`src/rtl/ow_slot_decoder_if.sv`:
```
// One-wire slave decoder signal bundle: line sample, control inputs and
// the byte/status outputs. The master side drives the line and controls,
// the slave side is the decoder itself.
interface ow_slot_decoder_if;
  logic       bus;
  logic       enable;
  logic       data_ready;
  logic       clear_ovr;
  logic [7:0] data_out;
  logic       data_valid;
  logic       reset_det;
  logic       frame_err;
  logic       overrun;

  modport master (
    output bus, enable, data_ready, clear_ovr,
    input  data_out, data_valid, reset_det, frame_err, overrun
  );

  modport slave (
    input  bus, enable, data_ready, clear_ovr,
    output data_out, data_valid, reset_det, frame_err, overrun
  );
endinterface

```
`src/rtl/ow_slot_decoder.sv`:
```
// One-wire write-slot decoder: measures each low pulse on the line,
// turns legal slots into bits (LSB first), flags frame errors and bus
// resets, and hands completed bytes out over a valid/ready pair.
//
// state     | meaning
// ----------+-------------------------------------------------------
// IDLE      | line high, waiting for a falling edge
// LOW       | inside a low pulse, counting its width
// WAIT_HIGH | reset pulse recognized, waiting for line release
//
// Timing parameters must satisfy T_SAMPLE < T_SLOT_MAX < T_RESET_MIN <= 1023.
module ow_slot_decoder #(
  parameter int unsigned T_SAMPLE    = 15,
  parameter int unsigned T_SLOT_MAX  = 120,
  parameter int unsigned T_RESET_MIN = 480
) (
  input logic          clk,
  input logic          reset,
  ow_slot_decoder_if.slave ow
);

  typedef enum logic [1:0] {IDLE, LOW, WAIT_HIGH} state_t;

  localparam logic [9:0] CNT_MAX   = 10'd1023;
  localparam logic [9:0] SAMPLE_AT = 10'(T_SAMPLE);
  localparam logic [9:0] SLOT_MAX  = 10'(T_SLOT_MAX);
  localparam logic [9:0] RESET_AT  = 10'(T_RESET_MIN);

  logic       bus_m, bus_s, bus_d;
  state_t     state;
  logic [9:0] cnt;
  logic [2:0] bit_cnt;
  logic [7:0] shreg;
  logic       samp_bit;
  logic [7:0] data_out_q;
  logic       data_valid_q, reset_det_q, frame_err_q, overrun_q;

  logic       fall;
  logic       slot_bit;
  logic       slot_ok;
  logic       byte_done;
  logic [7:0] next_byte;

  assign ow.data_out   = data_out_q;
  assign ow.data_valid = data_valid_q;
  assign ow.reset_det  = reset_det_q;
  assign ow.frame_err  = frame_err_q;
  assign ow.overrun    = overrun_q;

  assign fall = bus_d & ~bus_s;

  // A line released before the sample point reads as 1; if the slot ends
  // exactly on the sample cycle the live (high) level is the bit.
  assign slot_bit  = (cnt == SAMPLE_AT) ? bus_s : samp_bit;
  assign slot_ok   = (state == LOW) && bus_s && (cnt < RESET_AT) && (cnt <= SLOT_MAX);
  assign byte_done = ow.enable && slot_ok && (bit_cnt == 3'd7);

  // Partial byte with the current slot bit merged in at its position
  always_comb begin
    next_byte          = shreg;
    next_byte[bit_cnt] = slot_bit;
  end

  // Two-flop synchronizer plus a delayed copy for falling-edge detection
  always_ff @(posedge clk or posedge reset) begin
    if (reset) begin
      bus_m <= 1'b1;
      bus_s <= 1'b1;
      bus_d <= 1'b1;
    end else begin
      bus_m <= ow.bus;
      bus_s <= bus_m;
      bus_d <= bus_s;
    end
  end

  // Slot FSM, byte assembly and output handshake
  always_ff @(posedge clk or posedge reset) begin
    if (reset) begin
      state        <= IDLE;
      cnt          <= '0;
      bit_cnt      <= '0;
      shreg        <= '0;
      samp_bit     <= 1'b1;
      data_out_q   <= '0;
      data_valid_q <= 1'b0;
      reset_det_q  <= 1'b0;
      frame_err_q  <= 1'b0;
      overrun_q    <= 1'b0;
    end else begin
      reset_det_q <= 1'b0;
      frame_err_q <= 1'b0;

      // Set after clear so a same-cycle overrun wins
      if (ow.clear_ovr) overrun_q <= 1'b0;

      if (byte_done) begin
        if (!data_valid_q || ow.data_ready) begin
          data_out_q   <= next_byte;
          data_valid_q <= 1'b1;
        end else begin
          overrun_q <= 1'b1;
        end
      end else if (data_valid_q && ow.data_ready) begin
        data_valid_q <= 1'b0;
      end

      if (!ow.enable) begin
        state    <= IDLE;
        cnt      <= '0;
        bit_cnt  <= '0;
        shreg    <= '0;
        samp_bit <= 1'b1;
      end else begin
        case (state)
          IDLE: begin
            if (fall) begin
              cnt      <= '0;
              samp_bit <= 1'b1;
              state    <= LOW;
            end
          end
          LOW: begin
            if (cnt >= RESET_AT) begin
              reset_det_q <= 1'b1;
              bit_cnt     <= '0;
              shreg       <= '0;
              state       <= WAIT_HIGH;
            end else if (bus_s) begin
              if (cnt <= SLOT_MAX) begin
                shreg   <= (bit_cnt == 3'd7) ? 8'h00 : next_byte;
                bit_cnt <= bit_cnt + 3'd1;
              end else begin
                frame_err_q <= 1'b1;
                bit_cnt     <= '0;
                shreg       <= '0;
              end
              state <= IDLE;
            end else begin
              if (cnt != CNT_MAX) cnt <= cnt + 10'd1;
              if (cnt == SAMPLE_AT) samp_bit <= bus_s;
            end
          end
          WAIT_HIGH: begin
            if (bus_s) state <= IDLE;
          end
          default: state <= IDLE;
        endcase
      end
    end
  end

endmodule

```
`src/flat_wrapper.sv`:
```
// flat-port wrapper written by rule: the top's interface ports become plain ports
module ow_slot_decoder_flat 
#(
  parameter int unsigned T_SAMPLE    = 15,
  parameter int unsigned T_SLOT_MAX  = 120,
  parameter int unsigned T_RESET_MIN = 480
)
  (clk, reset, ow_bus, ow_enable, ow_data_ready, ow_clear_ovr, ow_data_out, ow_data_valid, ow_reset_det, ow_frame_err, ow_overrun);
  ow_slot_decoder_if ow_i ();
  input logic clk;
  input logic reset;
  input wire logic [$bits(ow_i.bus)-1:0] ow_bus;
  input wire logic [$bits(ow_i.enable)-1:0] ow_enable;
  input wire logic [$bits(ow_i.data_ready)-1:0] ow_data_ready;
  input wire logic [$bits(ow_i.clear_ovr)-1:0] ow_clear_ovr;
  output wire logic [$bits(ow_i.data_out)-1:0] ow_data_out;
  output wire logic [$bits(ow_i.data_valid)-1:0] ow_data_valid;
  output wire logic [$bits(ow_i.reset_det)-1:0] ow_reset_det;
  output wire logic [$bits(ow_i.frame_err)-1:0] ow_frame_err;
  output wire logic [$bits(ow_i.overrun)-1:0] ow_overrun;
  assign ow_i.bus = ow_bus;
  assign ow_i.enable = ow_enable;
  assign ow_i.data_ready = ow_data_ready;
  assign ow_i.clear_ovr = ow_clear_ovr;
  assign ow_data_out = ow_i.data_out;
  assign ow_data_valid = ow_i.data_valid;
  assign ow_reset_det = ow_i.reset_det;
  assign ow_frame_err = ow_i.frame_err;
  assign ow_overrun = ow_i.overrun;
  ow_slot_decoder #(.T_SAMPLE(T_SAMPLE), .T_SLOT_MAX(T_SLOT_MAX), .T_RESET_MIN(T_RESET_MIN)) u_core (.clk(clk), .reset(reset), .ow(ow_i));
endmodule
```
`config.mk`:
```
export PLATFORM = sky130hd
export DESIGN_NAME = ow_slot_decoder_flat
export DESIGN_NICKNAME = d
export VERILOG_FILES = /design/src/rtl/ow_slot_decoder_if.sv /design/src/rtl/ow_slot_decoder.sv /design/src/flat_wrapper.sv
export SDC_FILE = /design/constraint.sdc
export NUM_CORES = 1
export LEC_CHECK = 0
export ABC_AREA = 1
export CORE_MARGIN = 3
export CORE_UTILIZATION = 39
export DETAILED_ROUTE_END_ITERATION = 7
export HOLD_SLACK_MARGIN = 0.06
export MAX_ROUTING_LAYER = met4
export PLACE_DENSITY = 0.59
export SETUP_SLACK_MARGIN = 0.4
export SLEW_MARGIN = 40
export SYNTH_ARGS = -nofsm -noshare
export SYNTH_HDL_FRONTEND = slang
export SYNTH_SLANG_ARGS = --single-unit
```
`constraint.sdc`:
```
create_clock -name clk -period 2 [get_ports clk]
set_clock_uncertainty 0.15 [all_clocks]
set_input_delay 0.3 -clock clk [delete_from_list [all_inputs] [get_ports clk]]
set_output_delay 0.3 -clock clk [all_outputs]
set_load 0.005 [all_outputs]
```
==> key figures, run 1 <==
Clocking
  – Num CTS Buffers: 5
  – CTS tree: yes
  – Bufs on Longest Clock Path: 2
  – Root Buffer: clkbuf_8
  – Total clock sinks: 39
  – H-tree depth: 2
  – Worst-path clk slew: 0.07 ns
  – Clk_lat worst skew: 0.30 ns

Yosys
  – Syn Area/Cell: 7.607 µm²
  – Yosys reg bits: 39
  – Syn Nets: 286
  – Synth top area share: 0.4172
  – Mapped Area: 2100 µm²
  – Yosys top cell by area: dfrtp_1
  – Seq/Total Area, Yosys: 0.4672
  – Distinct cells, synth: 30
  – Area contributors post-synth: dfrtp_1, nand2_1, nand3_1
  – Yosys warning count: 0
  – Mapped Cells: 276

Die
  – Height of the die: 79.37 µm
  – Core Region: 5172 µm²
  – Initial Utilization: 0.4059
  – Chip width: 79.37 µm
  – # IOs: 18
  – Row cnt: 26
  – Die ar.: 6300 µm²

Setup path
  – CP arrival: 1.74 ns
  – Crit start category: flip-flop
  – Worst r2r dst: u_core.ow.data_out[0]
  – Critical path data required time: 2.08 ns
  – Reg2Reg Depth: 8
  – Critical path origin: u_core.cnt[1]
  – CP Max Fanout: 8
  – Setup Crit Path Kind: reg -> reg
  – CP endpoint kind: flip-flop
  – Worst R2R Start: u_core.cnt[1]
  – R2r setup slk: 0.34 ns

Placed design
  – Detailed placement HPWL: 3156 µm
  – Buffers on Ports: 17
  – Area after DPL: 2399 µm²
  – GP Congestion: 0.8779

Power
  – PwrDens: 577.1 nW/µm²
  – Final Power: 1.607 mW
  – Peak supply drop: 0.2398 mV
  – P_leak: 1.478 nW

Routing
  – DRT Pass-1 Iters: 4
  – Vias: 1897
  – DR WL/cell: 12.74 µm
  – WL final: 5005 µm
  – Vias per std cell: 4.827
  – Initial detailed-routing violation count: 130
  – Routed Antenna Nets: 0
  – Residual DRC: 0

Flow run
  – Max cap viols: 0

STA
  – F_max: 0.6031 GHz
  – Setup Viol. Count Final: 0
  – Pins Over Slew Limit: 0
  – RSZ-0062 raised after global routing: yes
  – Period minus WS final: 1.658 ns
  – Final Cycle Share: 0.8291
  – Relative slew slack: 0.7199
  – TNS Setup: 0 ns
  – Slew at the pin closest to its max-slew limit: 0.4201 ns
  – Final Hold Fails: 0
  – WHS: 0.2072 ns

Global routing
  – Initial antenna violation count: 0
  – Global route overflow: 0
  – Largest net degree at the start of global routing: 40
  – First-pass GRT wire length: 8804 µm
  – Vias in the first global route: 1847
  – Gr usage total: 0.1849

Worst hold path
  – WHS Endpoint: u_core.bus_s
  – Worst hold path type: reg -> reg
  – Hold wc startpoint: u_core.bus_m
  – Hold depth: 0

Finish
  – Post-Route Utilization: 0.5385
  – Diode count: 0
  – Final Cell Area: 2785 µm²
  – Share of layout cells above drive strength 1: 0.2724
  – Area growth syn-to-layout: 32.66%
  – Final net count: 332

Run status
  – Outcome: completed
[cell usage after synthesis, drive strengths merged]
library cell,n
a211oi,1
a21oi,3
buf,3
clkinv,1
dfrtp,35
dfstp,4
ha,4
inv,37
nand2,117
nand3,27
nand4,4
nor2,17
nor3,10
nor4,1
o21ai,8
o21bai,2
o22ai,1
xor2,1
[worst max-delay path by stage]
stage / endpoint / slack (ns) / cells past startpoint
2_1_floorplan: u_core.ow.data_out[2] / 0.43 / 8
3_3_place_gp: u_core.cnt[2] / 0.02 / 9
3_5_place_dp: u_core.cnt[7] / -0.01 / 9
4_1_cts: u_core.ow.data_out[4] / 0.33 / 8
5_1_grt: u_core.ow.data_out[3] / 0.21 / 8
6_report: u_core.ow.data_out[0] / 0.34 / 8
[registers in the layout, summed over array words and instances (netlist names)]
| signal | count |
|---|---|
| u_core.cnt | 10 |
| u_core.bus_m | 1 |
| u_core.shreg | 8 |
| u_core.ow.reset_det | 1 |
| u_core.state | 2 |
| u_core.bus_s | 1 |
| u_core.ow.overrun | 1 |
| u_core.samp_bit | 1 |
| u_core.ow.frame_err | 1 |
| u_core.ow.data_out | 8 |
| u_core.bus_d | 1 |
| u_core.bit_cnt | 3 |
| u_core.ow.data_valid | 1 |
[worst max-delay path, stage by stage (launching register included)]
cell and delay (ns):
dfrtp_2 0.44, inv_2 0.08, ha_4 0.14, nand2_4 0.05, a21oi_4 0.26, nand4_4 0.22
clkinv_4 0.14, nand2_1 0.06, nand2_1 0.05
[routing by layer]
| metal | routed length [µm] | track usage | share of wire |
|---|---|---|---|
| met1 | 2363 | 0.2554 | 0.47 |
| met2 | 2304 | 0.2727 | 0.46 |
| met3 | 237 | 0.02709 | 0.047 |
| met4 | 99 | 0.07732 | 0.020 |
| met5 | 0 | - | 0 |
[cell families after synthesis]
| logic type | after synthesis | share of synthesized area |
|---|---|---|
| simple gates | 176 | 0.3725 |
| buf+inv | 41 | 0.07985 |
| flops | 39 | 0.4672 |
| compound gates | 15 | 0.05245 |
| fa+ha+maj | 4 | 0.02384 |
| xor+xnor | 1 | 0.004172 |
[final cells by class]
type / count / area (µm²)
Inverter: 38 / 153.9
Fill cell: 480 / 2387
Multi-Input combinational cell: 198 / 1097
Tap cell: 70 / 87.58
Sequential cell: 39 / 988.4
Clock buffer: 7 / 86.33
Clock inverter: 1 / 5.005
Timing Repair Buffer: 40 / 366.6
[metrics by stage]
| step | setup slack (ns) | std cells |
|---|---|---|
| floorplan | 0.4320 | 276 |
| global placement | 0.01917 | 367 |
| detailed placement | -0.01257 | 367 |
| CTS | 0.3263 | 389 |
| global route | 0.2106 | 393 |
| finish | 0.3419 | 393 |
[timing repair]
action                     CTS  global route
gates cloned                 2             0
hold buffers                 0             0
setup buffers               12             4
gates resized for setup     33            31
setup endpoints to repair   36            36
pin swaps                   14            15
[cells in the final DEF, fill, tap and decap left out, drive strengths merged]
cell type,n
nor3,10
nand2,117
clkinv,2
nor4,1
o21bai,2
nand3,28
clkinvlp,1
o22ai,1
xor2,1
inv,36
a21oi,3
clkbuf,7
a211oi,1
nor2,17
clkdlybuf4s50,5
dfstp,4
nand4,5
ha,4
buf,23
dlygate4sd2,8
o21ai,8
dlymetal6s2s,4
dfrtp,35
[power breakdown]
group | total (mW) | switching (mW) | leakage (nW) | internal, mW
logic | 0.219 | 0.129 | 0.913 | 0.0897
clock network | 0.557 | 0.278 | 0.0482 | 0.278
registers | 0.831 | 0.0188 | 0.517 | 0.812
total | 1.61 | 0.427 | 1.48 | 1.18
Power figures use the tool's default switching activity.
==> inputs of run 2 (changes only) <==
PLACE_DENSITY = 0.61   (was 0.59)
clock period = 1.4 ns   (was 2 ns; I/O delays follow)
==> run 2 against run 1 <==
Sequential cell count stayed put; sequential power is 42% higher; via count is 12% higher; critical path type unchanged; register-to-register slack worse by 0.56 ns; sequential share of layout area is 6.2 points lower; count of clock-buffer cells in the layout is 1 lower; the run now ends with negative setup slack left; power is 61% higher; critical path depth is 1 lower.
==> key figures, run 2 (synthesized netlist as in run 1, its figures left out) <==
Die
  – Initial Utilization: 0.4059 (unchanged)
  – Row cnt: 26 (unchanged)
  – Die ar.: 6300 µm² (unchanged)
  – Chip width: 79.37 µm (unchanged)
  – # IOs: 18 (unchanged)
  – Core Region: 5172 µm² (unchanged)
  – Height of the die: 79.37 µm (unchanged)

Finish
  – Area growth syn-to-layout: 59.95%
  – Most frequent cells in the layout: nand2_1, buf_4, dfrtp_1
  – Share of layout cells above drive strength 1: 0.4933 (+0.2209)
  – Final net count: 382 (+15%)
  – Largest Register: u_core.cnt
  – Diode count: 0 (unchanged)
  – Max reg flops: 10 (unchanged)
  – Most common cell after layout, fill and taps aside: nand2_1

STA
  – Worst setup margin: -0.2208 ns (-0.5627 ns)
  – Pins Over Slew Limit: 0 (unchanged)
  – RSZ-0062 raised after global routing: yes
  – Period minus WS final: 1.621 ns (-0.03726 ns)
  – Relative slew slack: 0.7721 (+0.05219)
  – Setup Viol. Count Final: 34 (+34)
  – TNS Setup: -5.743 ns (-5.743 ns)
  – F_max: 0.6170 GHz (+2.3%)
  – Slew at the pin closest to its max-slew limit: 0.3418 ns (-0.07828 ns)
  – Final Cycle Share: 1.158 (+0.3287)
  – Final Hold Fails: 0 (unchanged)

Flow run
  – Max cap viols: 0 (unchanged)

Clocking
  – Total clock sinks: 39 (unchanged)
  – Clk_lat worst skew: 0.30 ns (about the same)
  – CTS tree: yes
  – Num CTS Buffers: 5 (unchanged)
  – Worst-path clk slew: 0.08 ns (about the same)
  – H-tree depth: 2 (unchanged)
  – Bufs on Longest Clock Path: 2 (unchanged)
  – Root Buffer: clkbuf_8

Setup path
  – Crit-path cells: ha_2, ha_2, nor2_2, nand2_2, nor2_4, nand2_1, nand2_1
  – Critical Path Max Stage Delay: 0.40 ns (-0.04 ns)
  – CP Max Fanout: 8 (unchanged)
  – CP endpoint kind: flip-flop
  – Setup Crit Path Kind: reg -> reg
  – Crit start category: flip-flop
  – CP arrival: 1.70 ns (-0.04 ns)
  – Slowest stage cell on the critical path: dfrtp_1
  – Critical path data required time: 1.48 ns (-0.60 ns)

Global routing
  – First-pass GRT wire length: 9301 µm (+5.6%)
  – GR Util met1: 0.2598 (+0.004373)
  – Largest net degree at the start of global routing: 40 (unchanged)
  – Gr usage total: 0.1947 (+0.009777)
  – Initial antenna violation count: 0 (unchanged)
  – Met2 usage: 0.3039 (+0.03114)
  – Top Usage Layer GRT: met2
  – Routing usage on met3: 0.04176 (+0.01467)
  – Global route overflow: 0 (unchanged)
  – Vias in the first global route: 2035 (+10%)

Routing
  – WL final: 5799 µm (+16%)
  – Vias per std cell: 4.815 (-0.25%)
  – Routed Antenna Nets: 0 (unchanged)
  – Vias: 2133 (+12%)
  – Residual DRC: 0 (unchanged)
  – Initial detailed-routing violation count: 193 (+48%)
  – DRT Pass-1 Iters: 4 (unchanged)
  – DR WL/cell: 13.09 µm (+2.8%)

Run status
  – Outcome: finished with violations
  – Failing checks: negative setup slack

Placed design
  – Buffers on Ports: 17 (unchanged)
  – GP Congestion: 0.8745 (-0.39%)
  – Detailed placement HPWL: 3563 µm (+13%)

Power
  – P_leak: 1.737 nW (+18%)
  – Final Power: 2.595 mW (+61%)
  – Peak supply drop: 0.5816 mV (+140%)
  – PwrDens: 772.8 nW/µm² (+34%)

Worst hold path
  – Worst hold path type: in -> async
-- run 2: changes by cell type in the layout (fill, tap and decap cells not counted), moves of 7 or more --
cell           before  now
nand2_4             3   11
nand2_2            16   23
buf_6               3   19
dlygate4sd2_1       8    1
buf_4              19   54
nand2_1            98   83
buf_2               0   12
-- run 2: where the power goes --
group          internal (mW)  leakage [nW]  switching [mW]  total, mW
combinational          0.200          1.15           0.228      0.428
clock                  0.577        0.0612           0.406      0.983
sequential              1.16         0.521          0.0248       1.18
-- run 2: final timing paths --
path	slack [ns]	cells after the start	start	end
worst min-delay path	0.15	3	reset	u_core.ow.data_out[0]
worst min register to register	0.21	0	u_core.bus_m	u_core.bus_s
worst max register to register	-0.22	7	u_core.bit_cnt[1]	u_core.shreg[3]
max in group asynchronous	0.68	3	reset	u_core.bus_s
worst max-delay path	-0.22	7	u_core.bit_cnt[1]	u_core.shreg[3]
min in group clk	0.17	1	ow_bus	u_core.bus_m
-- run 2: stage by stage --
stage          instances    util  hold slack, ns  worst slack, ns  cell area, µm²
3_3_place_gp         402  0.5215          0.1961          -0.4785            2698
5_1_grt              443  0.6493          0.1643          -0.2839            3358
4_1_cts              432  0.6016          0.1566          -0.1871            3112
3_5_place_dp         402  0.5215          0.1982          -0.5215            2698
6_report             443  0.6493          0.1481          -0.2208            3358
2_1_floorplan        276       -         0.03098         -0.09463            2136
-- run 2: area by class of cell --
type | count | area [µm²]
Clock buffer | 6 | 82.58
Clock inverter | 2 | 35.03
Fill cell | 406 | 1814
Inverter | 38 | 162.7
Multi-Input combinational cell | 196 | 1237
Sequential cell | 39 | 984.7
Tap cell | 70 | 87.58
Timing Repair Buffer | 92 | 768.2
-- run 2: metal layers --
layer  vias to the layer above  part of all wire
met3                         8             0.032
met2                        42              0.48
li1                       1058                 -
met5                         -                 0
met1                      1025              0.48
met4                         0             0.014
-- run 2: critical path: cells and delay by family, from the launching register on --
| kind | cells | cell delay [ns] |
|---|---|---|
| AND/OR/NAND/NOR | 5 | 0.60 |
| flip-flops | 1 | 0.40 |
| adder cells (fa/ha/maj) | 2 | 0.40 |
-- run 2: timing repair --
action,in CTS,in global routing
hold endpoints to repair,0,0
endpoints found under the setup margin,48,48
setup buffers,22,11
pin swaps,17,18
hold buffers,0,0
resized for setup,104,48
==> inputs of run 3 (changes only) <==
CORE_UTILIZATION = 40   (was 39)
PLACE_DENSITY = 0.62   (was 0.61)
==> run 3 against run 2 <==
The run still ends with negative setup slack left; die area shrank 2.3%; combinational power about the same; core utilization increased by 1.3 points; fmax decreased by 2.6%; wire length grew 5.4%; clock power is 1% higher; power is 0.48% higher; critical path type unchanged; largest cell class unchanged.
==> key figures, run 3 (synthesized netlist as in run 1, its figures left out) <==
Finish
  – Area of the multi-input gates: 1181 µm² (-4.6%)
  – Fillcell total: 392 (-3.4%)
  – Most frequent cells in the layout: nand2_1, buf_4, dfrtp_1
  – Max reg flops: 10 (unchanged)
  – Register area: 982.2 µm² (-0.25%)
  – Most common cell after layout, fill and taps aside: nand2_1
  – Final net count: 375 (-1.8%)
  – Largest Register: u_core.cnt
  – Diode count: 0 (unchanged)
  – Area growth syn-to-layout: 54.95%
  – Share of layout cells above drive strength 1: 0.4426 (-0.05067)

STA
  – TNS Setup: -7.190 ns (-1.448 ns)
  – RSZ-0062 raised after global routing: yes
  – Final Hold Fails: 0 (unchanged)
  – Relative slew slack: 0.7214 (-0.05072)
  – Worst setup margin: -0.2640 ns (-0.04318 ns)
  – Setup Viol. Count Final: 34 (unchanged)
  – Pins Over Slew Limit: 0 (unchanged)
  – Final Cycle Share: 1.189 (+0.03084)
  – F_max: 0.6010 GHz (-2.6%)
  – Slew at the pin closest to its max-slew limit: 0.4156 ns (+0.07382 ns)
  – Period minus WS final: 1.664 ns (+0.04318 ns)

Setup path
  – Setup Crit Path Kind: reg -> reg
  – CP Max Fanout: 8 (unchanged)
  – Crit start category: flip-flop
  – Top Family by Delay on Critical Path: simple AND/OR/NAND/NOR gates
  – CP most frequent cell: nand2_1
  – Slowest stage cell on the critical path: dfrtp_1
  – R2r setup slk: -0.26 ns (-0.04 ns)
  – CP arrival: 1.74 ns (+0.04 ns)
  – Crit-path cells: inv_1, ha_2, nand2_2, a21oi_4, nand2_1, nor2_4, nand2_1, nand2_1
  – CP endpoint kind: flip-flop
  – Critical Path Max Stage Delay: 0.42 ns (+0.02 ns)
  – Critical path data required time: 1.48 ns (about the same)
  – Worst Path Buf+Inv: 1 (+1)

Routing
  – WL final: 6110 µm (+5.4%)
  – DRT Pass-1 Iters: 4 (unchanged)
  – Routed Antenna Nets: 0 (unchanged)
  – Vias: 2145 (+0.56%)
  – DR WL/cell: 14.11 µm (+7.8%)
  – Vias per std cell: 4.954 (+2.9%)
  – Initial detailed-routing violation count: 193 (unchanged)
  – Residual DRC: 0 (unchanged)

Die
  – Height of the die: 78.45 µm (-1.2%)
  – Chip width: 78.45 µm (-1.2%)
  – Row cnt: 25 (-3.8%)
  – Initial Utilization: 0.4275 (+0.02161)
  – # IOs: 18 (unchanged)
  – Die ar.: 6154 µm² (-2.3%)
  – Core Region: 4911 µm² (-5.1%)

Power
  – PwrDens: 801.6 nW/µm² (+3.7%)
  – P_leak: 1.692 nW (-2.6%)
  – Final Power: 2.608 mW (+0.48%)
  – Peak supply drop: 0.4849 mV (-17%)

Global routing
  – Global route overflow: 0 (unchanged)
  – Initial antenna violation count: 0 (unchanged)
  – First-pass GRT wire length: 9791 µm (+5.3%)
  – Largest net degree at the start of global routing: 40 (unchanged)
  – Vias in the first global route: 2022 (-0.64%)
  – Gr usage total: 0.2096 (+0.01494)

Run status
  – Outcome: finished with violations
  – Failing checks: negative setup slack

Placed design
  – Detailed placement HPWL: 3566 µm (about the same)
  – Buffers on Ports: 17 (unchanged)
  – GP Congestion: 0.8797 (+0.59%)

Clocking
  – Total clock sinks: 39 (unchanged)
  – H-tree depth: 2 (unchanged)
  – Worst-path clk slew: 0.08 ns (about the same)
  – Clk_lat worst skew: 0.29 ns (about the same)
  – Num CTS Buffers: 5 (unchanged)
  – Bufs on Longest Clock Path: 2 (unchanged)
  – CTS tree: yes
  – Hold buffers post-CTS: 0 (unchanged)
  – Root Buffer: clkbuf_8

Worst hold path
  – Worst hold path type: in -> async

Flow run
  – Max cap viols: 0 (unchanged)
run 3: changes by cell type in the layout (fill, tap and decap cells not counted), moves of 3 or more:
cell and change:
buf_4 -5, o21ai_0 +4, nand2_1 +7, nand2_2 -3, nand2_4 -4, o21ai_2 -3
buf_6 -4
run 3: report_power, final:
group | switching [mW] | total [mW] | internal [mW] | leakage, nW
Sequential | 0.0214 | 1.18 | 1.16 | 0.525
Combinational | 0.236 | 0.430 | 0.195 | 1.11
Clock | 0.420 | 0.997 | 0.577 | 0.0612
run 3: area by class of cell:
cell class | instances | share of cell area
Multi-Input combinational cell | 197 | 0.3631
Sequential cell | 39 | 0.3019
Timing Repair Buffer | 84 | 0.2204
Inverter | 38 | 0.05269
Tap cell | 67 | 0.02577
Clock buffer | 6 | 0.02538
Clock inverter | 2 | 0.01077
run 3: routing by layer:
layer  GRT usage  vias up  routed length (µm)
met5           -        -                   0
met4     0.06643        0                 100
met1      0.2777     1019                2738
li1            -     1042                   -
met3     0.03326       14                 274
met2      0.3313       70                2996
run 3: path summary, 6_finish.rpt:
| check | endpoint | depth (start not counted) | from |
|---|---|---|---|
| setup / recovery | u_core.shreg[6] | 8 | u_core.cnt[1] |
| hold / removal | u_core.shreg[2] | 3 | reset |
| setup reg to reg | u_core.shreg[6] | 8 | u_core.cnt[1] |
| hold reg to reg | u_core.bus_s | 0 | u_core.bus_m |
| max in group asynchronous | u_core.bus_s | 3 | reset |
| min in group clk | u_core.bus_m | 1 | ow_bus |
run 3: per-stage QoR:
stage / util / cells / cell area (µm²) / hold WS, ns / setup slack, ns
after floorplan: - / 276 / 2136 / 0.03098 / -0.09463
after global placement: 0.5511 / 399 / 2706 / 0.1963 / -0.4442
after detailed placement: 0.5511 / 399 / 2706 / 0.1968 / -0.4513
after CTS: 0.6168 / 420 / 3029 / 0.1629 / -0.2031
after global routing: 0.6624 / 433 / 3253 / 0.1611 / -0.3673
final: 0.6624 / 433 / 3253 / 0.1520 / -0.2640
run 3: worst register-to-register path, stage by stage, from the launching register on:
cell and delay, ns:
dfrtp_1 0.42, inv_1 0.07, ha_2 0.18, nand2_2 0.08
a21oi_4 0.21, nand2_1 0.12, nor2_4 0.21, nand2_1 0.09
nand2_1 0.07
run 3: timing repair:
action                                 4_1_cts  5_1_grt
pin swaps                                   12       20
cloned                                       2        0
gates resized for setup                     89       39
buffers inserted                            11       13
setup endpoints to repair                   48       48
endpoints found under the hold margin        0        0
==> RTL change 1 (config.mk and constraints of run 2) <==
The 3 states of `state_t` get a one-hot encoding in 3 bits.
--- a/src/rtl/ow_slot_decoder.sv
+++ b/src/rtl/ow_slot_decoder.sv
@@ -19,7 +19,7 @@
   ow_slot_decoder_if.slave ow
 );
 
-  typedef enum logic [1:0] {IDLE, LOW, WAIT_HIGH} state_t;
+  typedef enum logic [2:0] {IDLE = 3'b001, LOW = 3'b010, WAIT_HIGH = 3'b100} state_t;
 
   localparam logic [9:0] CNT_MAX   = 10'd1023;
   localparam logic [9:0] SAMPLE_AT = 10'(T_SAMPLE);
Formal check against the unedited RTL: no difference found for any inputs over 10 cycles, from zero or initial values and one cycle with reset high; not proved beyond that.
==> RTL change 1 against run 2 <==
- the run still ends with negative setup slack left
- synthesized cell count is 5.8% higher
- die area rose by 4.7%
- non-clock buffer count shrank 8
- wire length is 1.7% lower
- cell count up 2.5%
- sequential cell count rose by 1
- worst setup slack got worse by 0.070 ns
- cell area grew 0.41%
- power increased by 8.3%
- synthesized area grew 5.1%
- core utilization is 1.3 points lower
- clock power fell by 3.7%
- sequential power grew 5%
==> RTL change 1: results <==
group,metric,value,unit
sta,finalSetupViolCount,36,
routing,wl_met3,199,um
yosys,synth_common_cells,"nand2_1, dfrtp_1, inv_1, nand3_1, nor2_1",
yosys,synth_cell_types,32,
pwr,power_switching,0.807,mW
pwr,p_seq_share,44.2,%
yosys,syn_nets,302,
global_routing,grtUsageTotal,20.1,%
min_path,hold_class,"in2async",
critical_path,reg2reg_to,"u_core.ow.data_out[7]",
critical_path,cp_slowest_stage_delay,0.42,ns
clocking,clockRootBuffer,"clkbuf_8",
yosys,synth-compound-area-share,4.03,%
placed_design,io_buffer_count,17,
routing,highest_layer,"met4",
critical_path,critPathTopFamily,"simple AND/OR/NAND/NOR gates",
placed_design,gp_congestion,0.863,
global_routing,grt_pass1_vias,2069,
yosys,yosysSeqAreaShare,45.7,%
pwr,leakage,1.72,nW
global_routing,gr-usage-met3,3.44,%
final_layout,layout-drive-gt1-share,39.1,%
placed_design,dp_hpwl,3.77,mm
pwr,max-vdd-ir-drop,0.000600,V
critical_path,endpoint,"u_core.ow.data_out[7]",
placed_design,place_inst,421,
yosys,synthAdderAreaFrac,2.27,%
yosys,synthTopCellsByArea,"dfrtp_1, nand2_1, dfstp_2",
outcome,outcome,"finished with violations",
sta,slew_headroom,77.6,%
routing,vias_per_cell,4.79,
critical_path,worstRegToRegCells,8,
critical_path,crit_start,"u_core.state[2]",
routing,drtPass1Iterations,4,
routing,wl_met1,2.78,mm
global_routing,antenna_found_initial,0,
final_layout,fin_nets,393,
critical_path,cp_max_fo,8,
yosys,synth_xor_area_share,0,%
global_routing,grt_use_met2,30.0,%
global_routing,grt_use_met1,27.9,%
routing,vias,2176,
clocking,cts.htree.levels,2,
clocking,clk_pin_slew,0.09,ns
routing,wl_met2,2.64,mm
outcome,violations,"negative setup slack",
global_routing,grt.busiest_layer,"met2",
routing,drt-initial-drc-count,212,
global_routing,grt_start_max_net_pins,41,
yosys,synthMuxAreaShare,0,%
critical_path,arrival,1.72,ns
pwr,powerComb,0.623,mW
sta,finalWorstSetupSlack,-0.291,ns
global_routing,grt_pass1_wl,9.76,mm
routing,drt-total-wl,5.70,mm
yosys,synth.avg_cell_area,7.55,um2
## RTL change 1: changes by cell type in the layout (fill, tap and decap cells not counted), sizes merged, moves of 2 or more
| cell | run 2 | this run |
|---|---|---|
| inv | 36 | 33 |
| nand4 | 4 | 13 |
| o21ai | 8 | 5 |
| buf | 87 | 79 |
| nor2 | 17 | 30 |
| nand2 | 117 | 114 |
| clkinvlp | 1 | 3 |
## RTL change 1: logic make-up after synthesis
logic type / Yosys count
adder cells (fa/ha/maj): 4
AO/OA/AOI/OAI: 14
flip-flops: 40
buffers and inverters: 38
AND/OR/NAND/NOR: 196
## RTL change 1: worst min-delay path: cells and delay by family
| family | cells | cell delay [ns] |
|---|---|---|
| buffers and inverters | 3 | 0.78 |
## RTL change 1: area by class of cell
cell class	count	area, um2
Inverter	36	153
Tap cell	70	87.6
Fill cell	447	1930
Multi-Input combinational cell	216	1320
Clock inverter	3	42.5
Clock buffer	5	68.8
Timing Repair Buffer	84	689
Sequential cell	40	1010
## RTL change 1: repair_timing
item	4_1_cts	5_1_grt
hold buffers	0	0
gates resized for setup	95	12
pin swaps	23	7
endpoints found under the setup margin	49	49
gates cloned	2	0
buffers inserted	17	6
## RTL change 1: stage by stage
stage | setup WS, ns | total power, mW | cell area (um2) | hold WS [ns] | setup TNS [ns]
after global placement | -0.390 | 1.75 | 2860 | 0.196 | -11.65
final | -0.291 | 2.81 | 3370 | 0.165 | -7.73
after global routing | -0.414 | 2.97 | 3370 | 0.161 | -11.84
after CTS | -0.282 | 2.81 | 3270 | 0.163 | -8.06
after floorplan | -0.230 | 1.54 | 2250 | 0.0370 | -5.09
after detailed placement | -0.410 | 1.75 | 2860 | 0.200 | -12.04
==> RTL change 2 (flow settings as in run 2) <==
Made on the original files. `T_SLOT_MAX` is set to 120 in 2 places; all go to 64.
--- a/src/rtl/ow_slot_decoder.sv
+++ b/src/rtl/ow_slot_decoder.sv
@@ -11,7 +11,7 @@
 // Timing parameters must satisfy T_SAMPLE < T_SLOT_MAX < T_RESET_MIN <= 1023.
 module ow_slot_decoder #(
   parameter int unsigned T_SAMPLE    = 15,
-  parameter int unsigned T_SLOT_MAX  = 120,
+  parameter int unsigned T_SLOT_MAX  = 64,
   parameter int unsigned T_RESET_MIN = 480
 ) (
   input logic          clk,
--- a/src/flat_wrapper.sv
+++ b/src/flat_wrapper.sv
@@ -2,7 +2,7 @@
 module ow_slot_decoder_flat 
 #(
   parameter int unsigned T_SAMPLE    = 15,
-  parameter int unsigned T_SLOT_MAX  = 120,
+  parameter int unsigned T_SLOT_MAX  = 64,
   parameter int unsigned T_RESET_MIN = 480
 )
   (clk, reset, ow_bus, ow_enable, ow_data_ready, ow_clear_ovr, ow_data_out, ow_data_valid, ow_reset_det, ow_frame_err, ow_overrun);
Check against the original RTL: same outputs for any inputs over 10 cycles, from zero or initial values and one cycle with reset high; that may be too few to reach the edited logic, so the function may still have changed.
==> RTL change 2 against run 2 <==
- the run still ends with negative setup slack left
- via count up 1.7%
- worst hold slack got worse by 0.0074 ns
- worst setup slack got worse by 0.10 ns
- sequential cell count unchanged
- synthesized cell count is 1.1% lower
- sequential share of layout area decreased by 0.29 points
- cell area grew 1.0%
- synthesized area is 0.66% lower
- die area down 0.60%
- wire length increased by 7.1%
- combinational power grew 16%
- power is 2.0% higher
==> RTL change 2: results <==
group,metric,value,unit
sta,finalWorstSetupSlack,-0.322,ns
yosys,synth_cell_types,27,
sta,setup_tns,-7.88,ns
yosys,syn_inst,273,
outcome,violations,"negative setup slack",
sta,slew_headroom,75.2,%
routing,vias_per_cell,4.91,
floorplanning,rows,25,
yosys,synth-compound-area-share,6.12,%
final_layout,nFillCells,398,
final_layout,stdcell_area,3390,um2
final_layout,inverters,40,
placed_design,place_inst,401,
global_routing,grtUsageTotal,20.4,%
yosys,synthTopCellsByArea,"dfrtp_1, nand2_1, inv_1",
outcome,outcome,"finished with violations",
global_routing,grt_pass1_vias,2000,
routing,wl_met3,307,um
pwr,combPwrFrac,18.7,%
sta,finalSetupViolCount,35,
critical_path,arrival,1.80,ns
pwr,max-vdd-ir-drop,0.000540,V
final_layout,buffers,94,
final_layout,final-clk-cell-share,3.32,%
placed_design,dp_hpwl,3.54,mm
-- RTL change 2: routing by layer --
layer  global-route usage, %  up-vias
li1                        -     1081
met1                    28.8     1023
met2                    29.3       56
met3                    3.17       10
met4                    7.90        0
met5                       -        -
-- RTL change 2: final timing paths --
path / start / to / slack, ns / cells past startpoint
setup / recovery: u_core.cnt[1] / u_core.ow.overrun / -0.32 / 10
hold / removal: reset / u_core.ow.data_out[3] / 0.14 / 3
setup reg to reg: u_core.cnt[1] / u_core.ow.overrun / -0.32 / 10
hold reg to reg: u_core.bus_m / u_core.bus_s / 0.21 / 0
max in group asynchronous: reset / u_core.samp_bit / 0.68 / 3
min in group clk: ow_bus / u_core.bus_m / 0.16 / 1
-- RTL change 2: repair_timing --
item                                    CTS  global route
resized for setup                        91            45
endpoints found under the setup margin   48            48
buffers inserted                         13            18
gates cloned                              2             0
pin swaps                                26            38
